File: config.mk
export PLATFORM = sky130hd
export DESIGN_NAME = mac_operand_feeder
export DESIGN_NICKNAME = d
export VERILOG_FILES = /design/src/rtl/mac_operand_feeder.sv
export SDC_FILE = /design/constraint.sdc
export NUM_CORES = 1
export LEC_CHECK = 0
export ABC_AREA = 0
export BUFFER_PORTS_ARGS = -buffer_cell sky130_fd_sc_hd__buf_2
export CAP_MARGIN = 0
export CORE_MARGIN = 10
export CORE_UTILIZATION = 40
export DETAILED_ROUTE_END_ITERATION = 6
export PLACE_DENSITY = 0.66
export SYNTH_ARGS = -nofsm -noshare
export SYNTH_HDL_FRONTEND = slang
export SYNTH_SLANG_ARGS = --single-unit
File: constraint.sdc
create_clock -name clk -period 3.96 [get_ports clk]
set_input_delay 0.792 -clock clk [delete_from_list [all_inputs] [get_ports clk]]
set_output_delay 0.792 -clock clk [all_outputs]
set_load 0.05 [all_outputs]
File: src/rtl/mac_operand_feeder.sv
`default_nettype none
// ============================================================================
// Module   : mac_operand_feeder
// Purpose  : Upstream stage of the mac block. Buffers the A and B operand
//            streams in two small FIFOs, issues a one-cycle configuration
//            pulse per job, feeds exactly data_num operand pairs, then waits
//            for the mac result and reports job completion.
// Ports    : clk, reset (async, active-high)
//            job_start/job_float_int/job_num -> job request (sampled in IDLE)
//            job_busy/job_done               -> job status
//            a_*/b_*                         -> operand push interfaces
//            mac_config_en/mac_float_int/mac_data_num -> mac configuration
//            mac_in_a/mac_in_b/mac_in_valid_a/mac_in_valid_b -> operand issue
//            mac_out_valid/mac_out           -> mac result
//            res_data/res_valid              -> captured result
// Revision : 1.0 - initial release
// ============================================================================
module mac_operand_feeder #(
    parameter int DATA_W     = 16,
    parameter int FIFO_DEPTH = 4,
    parameter int CNT_W      = 8
) (
    input  logic              clk,
    input  logic              reset,
    input  logic              job_start,
    input  logic              job_float_int,
    input  logic [CNT_W-1:0]  job_num,
    output logic              job_busy,
    output logic              job_done,
    input  logic [DATA_W-1:0] a_data,
    input  logic              a_valid,
    output logic              a_ready,
    input  logic [DATA_W-1:0] b_data,
    input  logic              b_valid,
    output logic              b_ready,
    output logic              mac_config_en,
    output logic              mac_float_int,
    output logic [CNT_W-1:0]  mac_data_num,
    output logic [DATA_W-1:0] mac_in_a,
    output logic [DATA_W-1:0] mac_in_b,
    output logic              mac_in_valid_a,
    output logic              mac_in_valid_b,
    input  logic              mac_out_valid,
    input  logic [DATA_W-1:0] mac_out,
    output logic [DATA_W-1:0] res_data,
    output logic              res_valid
);

    localparam int c_PTR_W  = $clog2(FIFO_DEPTH);
    localparam int c_FCNT_W = c_PTR_W + 1;
    localparam logic [c_PTR_W-1:0]  c_PTR_ONE  = {{(c_PTR_W-1){1'b0}}, 1'b1};
    localparam logic [c_FCNT_W-1:0] c_FCNT_ONE = {{c_PTR_W{1'b0}}, 1'b1};
    localparam logic [c_FCNT_W-1:0] c_FULL     = c_FCNT_W'(FIFO_DEPTH);
    localparam logic [CNT_W-1:0]    c_CNT_ONE  = {{(CNT_W-1){1'b0}}, 1'b1};

    typedef enum logic [2:0] {
        S_IDLE   = 3'd0,
        S_CONFIG = 3'd1,
        S_FEED   = 3'd2,
        S_WAIT   = 3'd3,
        S_DONE   = 3'd4
    } state_t;

    state_t r_state, w_state_next;

    // Operand FIFO storage and bookkeeping
    logic [DATA_W-1:0]   r_a_mem [FIFO_DEPTH];
    logic [DATA_W-1:0]   r_b_mem [FIFO_DEPTH];
    logic [c_PTR_W-1:0]  r_a_wr, r_a_rd, r_b_wr, r_b_rd;
    logic [c_FCNT_W-1:0] r_a_cnt, r_b_cnt, w_a_cnt_next, w_b_cnt_next;
    logic                r_a_ready, r_b_ready;
    logic                w_a_push, w_b_push, w_pop, w_last, w_capture;

    // Job registers
    logic              r_float_int;
    logic [CNT_W-1:0]  r_num, r_issued;
    logic              r_config_en, r_in_valid, r_busy, r_done;
    logic [DATA_W-1:0] r_in_a, r_in_b, r_res_data;

    // Ready reflects the count left by the previous edge, so a push is never
    // accepted into a full FIFO even if a pop happens in the same cycle.
    assign w_a_push = a_valid && r_a_ready;
    assign w_b_push = b_valid && r_b_ready;

    assign w_pop  = (r_state == S_FEED) && (r_a_cnt != '0) && (r_b_cnt != '0)
                    && (r_issued != r_num);
    assign w_last = w_pop && ((r_issued + c_CNT_ONE) == r_num);

    // A result strobe coinciding with the last issue strobe cannot belong to
    // this job, so it is not captured.
    assign w_capture = (r_state == S_WAIT) && mac_out_valid && !r_in_valid;

    always_comb begin
        w_a_cnt_next = r_a_cnt;
        if (w_a_push && !w_pop)
            w_a_cnt_next = r_a_cnt + c_FCNT_ONE;
        else if (!w_a_push && w_pop)
            w_a_cnt_next = r_a_cnt - c_FCNT_ONE;
    end

    always_comb begin
        w_b_cnt_next = r_b_cnt;
        if (w_b_push && !w_pop)
            w_b_cnt_next = r_b_cnt + c_FCNT_ONE;
        else if (!w_b_push && w_pop)
            w_b_cnt_next = r_b_cnt - c_FCNT_ONE;
    end

    // FIFO storage carries no reset; only the pointers define its contents.
    always_ff @(posedge clk) begin
        if (w_a_push)
            r_a_mem[r_a_wr] <= a_data;
        if (w_b_push)
            r_b_mem[r_b_wr] <= b_data;
    end

    always_ff @(posedge clk or posedge reset) begin
        if (reset) begin
            r_a_wr    <= '0;
            r_a_rd    <= '0;
            r_a_cnt   <= '0;
            r_a_ready <= 1'b1;
            r_b_wr    <= '0;
            r_b_rd    <= '0;
            r_b_cnt   <= '0;
            r_b_ready <= 1'b1;
        end else begin
            if (w_a_push)
                r_a_wr <= r_a_wr + c_PTR_ONE;
            if (w_b_push)
                r_b_wr <= r_b_wr + c_PTR_ONE;
            if (w_pop) begin
                r_a_rd <= r_a_rd + c_PTR_ONE;
                r_b_rd <= r_b_rd + c_PTR_ONE;
            end
            r_a_cnt   <= w_a_cnt_next;
            r_b_cnt   <= w_b_cnt_next;
            r_a_ready <= (w_a_cnt_next != c_FULL);
            r_b_ready <= (w_b_cnt_next != c_FULL);
        end
    end

    // Job sequencing
    always_ff @(posedge clk or posedge reset) begin
        if (reset)
            r_state <= S_IDLE;
        else
            r_state <= w_state_next;
    end

    always_comb begin
        w_state_next = r_state;
        case (r_state)
            S_IDLE: begin
                if (job_start)
                    w_state_next = (job_num != '0) ? S_CONFIG : S_DONE;
            end
            S_CONFIG: w_state_next = S_FEED;
            S_FEED: begin
                if (w_last)
                    w_state_next = S_WAIT;
            end
            S_WAIT: begin
                if (w_capture)
                    w_state_next = S_DONE;
            end
            S_DONE:  w_state_next = S_IDLE;
            default: w_state_next = S_IDLE;
        endcase
    end

    always_ff @(posedge clk or posedge reset) begin
        if (reset) begin
            r_float_int <= 1'b0;
            r_num       <= '0;
            r_issued    <= '0;
            r_config_en <= 1'b0;
            r_in_valid  <= 1'b0;
            r_in_a      <= '0;
            r_in_b      <= '0;
            r_res_data  <= '0;
            r_busy      <= 1'b0;
            r_done      <= 1'b0;
        end else begin
            // Zero-length jobs skip configuration, so the previous job's
            // type and length stay on the mac configuration outputs.
            if ((r_state == S_IDLE) && job_start && (job_num != '0)) begin
                r_float_int <= job_float_int;
                r_num       <= job_num;
                r_issued    <= '0;
            end
            r_config_en <= (r_state == S_CONFIG);
            r_in_valid  <= w_pop;
            if (w_pop) begin
                r_in_a   <= r_a_mem[r_a_rd];
                r_in_b   <= r_b_mem[r_b_rd];
                r_issued <= r_issued + c_CNT_ONE;
            end
            if (w_capture)
                r_res_data <= mac_out;
            r_busy <= (w_state_next != S_IDLE);
            r_done <= (r_state == S_DONE);
        end
    end

    assign job_busy       = r_busy;
    assign job_done       = r_done;
    assign a_ready        = r_a_ready;
    assign b_ready        = r_b_ready;
    assign mac_config_en  = r_config_en;
    assign mac_float_int  = r_float_int;
    assign mac_data_num   = r_num;
    assign mac_in_a       = r_in_a;
    assign mac_in_b       = r_in_b;
    assign mac_in_valid_a = r_in_valid;
    assign mac_in_valid_b = r_in_valid;
    assign res_data       = r_res_data;
    assign res_valid      = r_done;

endmodule
`default_nettype wire

==> impl_results.md <==
* Status: finished clean
* Buf/Inv on CP at 2
* Die Ht at about 170 um
* Fin Setup TNS at 0 ns
* Clock Latency Late Sink at 0.51 ns
* Post-DP HPWL at approximately 12 mm
* Largest area contributor in the netlist: edfxtp_1
* Initial antenna violation count at 2
* Async SR Flop Fraction at 40.74%
* Htree depth at 1
* Initial Util at between 40% and 50%
* Tot Pwr at around 9.3 mW
* Final Critical Period at between 2 and 3 ns
* Worst EP required at ~4.4 ns
* Final setup viols at 0
* Arrival time at the worst endpoint at roughly 3.2 ns
* Initial DRC count at about 260
* CTS max path bufs at 3
* Place WS at between 1 and 1.5 ns
* Hold violation count in the final report at 0
* Routability Congestion at between 0.8 and 0.9
* Final Worst Setup Slack at 1.195 ns
* Worst vdd ir at between 0.5 and 0.6 mV
* CTS clk-pin slew, worst paths at 0.06 ns
* Cell count after synthesis at 487
* Crit path max fanout at 46
* Crit share post-route at a little over two thirds
* Via/cell ratio at ~5.0
* Crit path max-delay family: simple AND/OR/NAND/NOR gates
* RSZ-0062 raised after global routing: no
* Synth top area cells: edfxtp_1 45%, dfrtp_1 25%, mux4_2 8.4%
* Setup Skew at roughly 0.018 ns
* Fill cells at between 1500 and 2000
* Top_reg_cell synth: edfxtp_1
* Sink Count at 216
* Root Driver: clkbuf_16
* Slew Viols, Final at 0
* Layout cell share with drive strength beyond 1 at between 40% and 50%
* DRT Pass-1 Iters at 4
* EDFF count, synth at ~130
* Worst-Margin Slew at ~0.94 ns
* Number of global-route vias before repair at roughly 5200
* Max Cap Viol at 0
* Kind of critical path: flip-flop to flip-flop
* Routed via count at about 4600
* Mapped Area at 8534 um2
* Top-count cell post-synth: edfxtp_1
* Hold WS at about 0.45 ns
* IO Port Bufs at 127
* Die Wd at 166.1 um
* CP cell instances: or3b_1, a221oi_2, o21ai_4, buf_4, inv_6, mux2i_1, xnor2_1, or3b_1
* CTS tree: built
* Total of warnings raised by yosys at 0
* CP startpoint kind: flip-flop
* Seq/Total Area, Yosys at a little under three quarters
* Synth-to-layout area growth at 19.86%
* Synthesized flop and latch total at 216
* Die ar. at around 28000 um2
* DRC viols at 0
* Post-CTS Hold Buffers at 0
* Most used cell, CP: or3b_1
* LEAKAGE at 4.086 nW
* Top cells by count, synth: 128 x edfxtp_1, 86 x dfrtp_1, 48 x mux2_2
* Final nets at 704
* Post-synth top area share at 45.04%
* Syn nets at 565
* Largest net degree at the start of global routing at 66
* CP max stage delay at ~0.46 ns
* Routed len/inst at approximately 19 um
* Post-DP Area at approximately 9500 um2
* Final Instance Area at roughly 10000 um2
* Site row count at 53
* N_diodes at 0
* First-pass GRT wire length at about 28 mm
* CTS Buf Count at 23
* Syn_area_per_cell at between 15 and 20 um2
* Crit path capture type: flip-flop
* Final global-route overflow total at 0
* Hold Path Class: input port to async pin
* Post-synthesis cell type count at between 40 and 50
* Core area at around 21000 um2
* Pwr Density at between 900 and 1000 nW/um2
* CP max-delay cell: dfrtp_1
* Total setup buffers inserted after CTS at 0
* Slew HR at ~37%
* Cts repair resizes at 0
* IO Count at 128
* Achievable Freq at between 300 and 400 MHz
* GRT Resource Usage Total at 12.58%
* Detail Route Antenna Nets at 0
* Final wirelength at between 15 and 20 mm
layout by cell type, fill, tap and decap left out, types with 2 or more instances in the layout:
master     count
edfxtp_1     128
buf_2        127
dfrtp_1       86
mux2_2        48
nand2_1       44
mux4_2        32
clkbuf_16     23
xnor2_1       19
ha_1          15
inv_1         12
o21ai_0       12
xor2_1        10
and3_1         9
nand3_1        7
nor2_1         5
clkinv_2       5
buf_4          5
or3b_1         3
nor3_1         3
a21oi_1        3
bufinv_16      3
clkbuf_1       3
clkinv_1       3
inv_6          2
nor4_1         2
maj3_1         2
o22ai_1        2
mux2i_1        2
o31ai_1        2
dfstp_2        2
clkbuf_8       2
worst register-to-register path: stages (launching register included):
cell	delay, ns
dfrtp_1	0.46
or3b_1	0.46
a221oi_2	0.27
o21ai_4	0.08
buf_4	0.22
inv_6	0.37
mux2i_1	0.29
xnor2_1	0.17
or3b_1	0.37
registers in the layout, summed over array words and instances, names as in the netlist, 8 cells and up:
name and cells:
mac_data_num 8, mac_in_a 16, r_a_mem 64, r_b_mem 64
res_data 16, r_issued 8, mac_in_b 16
layer usage:
metal	track usage, %	wire (um)	vias up
met2	21.45	8671	142
met4	3.274	407	4
met5	0	27	-
met1	14.95	7351	2317
met3	4.188	1248	34
li1	-	-	2110
power by group:
| part | internal (mW) | leakage (nW) | switching [mW] |
|---|---|---|---|
| registers | 3.11 | 2.24 | 0.455 |
| clock network | 1.30 | 0.373 | 0.855 |
| logic | 1.31 | 1.48 | 2.30 |
layout make-up:
type                       count  area [um2]  share of cell area, %
sequential                   216        6048                  59.12
inverter                      14       60.06                 0.5871
clock inverter                13       142.6                  1.394
timing repair buffer         132       673.1                  6.580
multi-input combinational    239        2347                  22.95
tap                          275       344.1                  3.364
clock buffer                  28       614.3                  6.005
stage by stage:
step | util [%] | cells
2_1_floorplan | - | 487
3_3_place_gp | 45.06 | 876
3_5_place_dp | 45.06 | 876
4_1_cts | 48.66 | 917
5_1_grt | 48.66 | 917
6_report | 48.66 | 917
cell families after synthesis:
kind of cell	count (synthesis)	synth area share, %
flops	216	70.87
simple gates	85	5.058
mux	82	15.01
buf+inv	32	1.627
xor+xnor	29	2.976
compound gates	26	2.023
fa+ha+maj	17	2.434
worst paths after layout:
kind | depth (start not counted) | end | start | slack [ns]
setup / recovery | 8 | b_ready$_DFF_PP1_ | r_state[1]$_DFF_PP0_ | 1.20
hold / removal | 2 | mac_in_a[15]$_DFFE_PP0P_ | reset | 0.45
setup reg to reg | 8 | b_ready$_DFF_PP1_ | r_state[1]$_DFF_PP0_ | 1.20
hold reg to reg | 2 | mac_float_int$_DFFE_PP0P_ | mac_float_int$_DFFE_PP0P_ | 0.49
max in group asynchronous | 3 | mac_in_b[15]$_DFFE_PP0P_ | reset | 2.76
min in group clk | 3 | mac_float_int$_DFFE_PP0P_ | job_float_int | 0.48
Note: power is estimated with default switching activity, not from simulation.
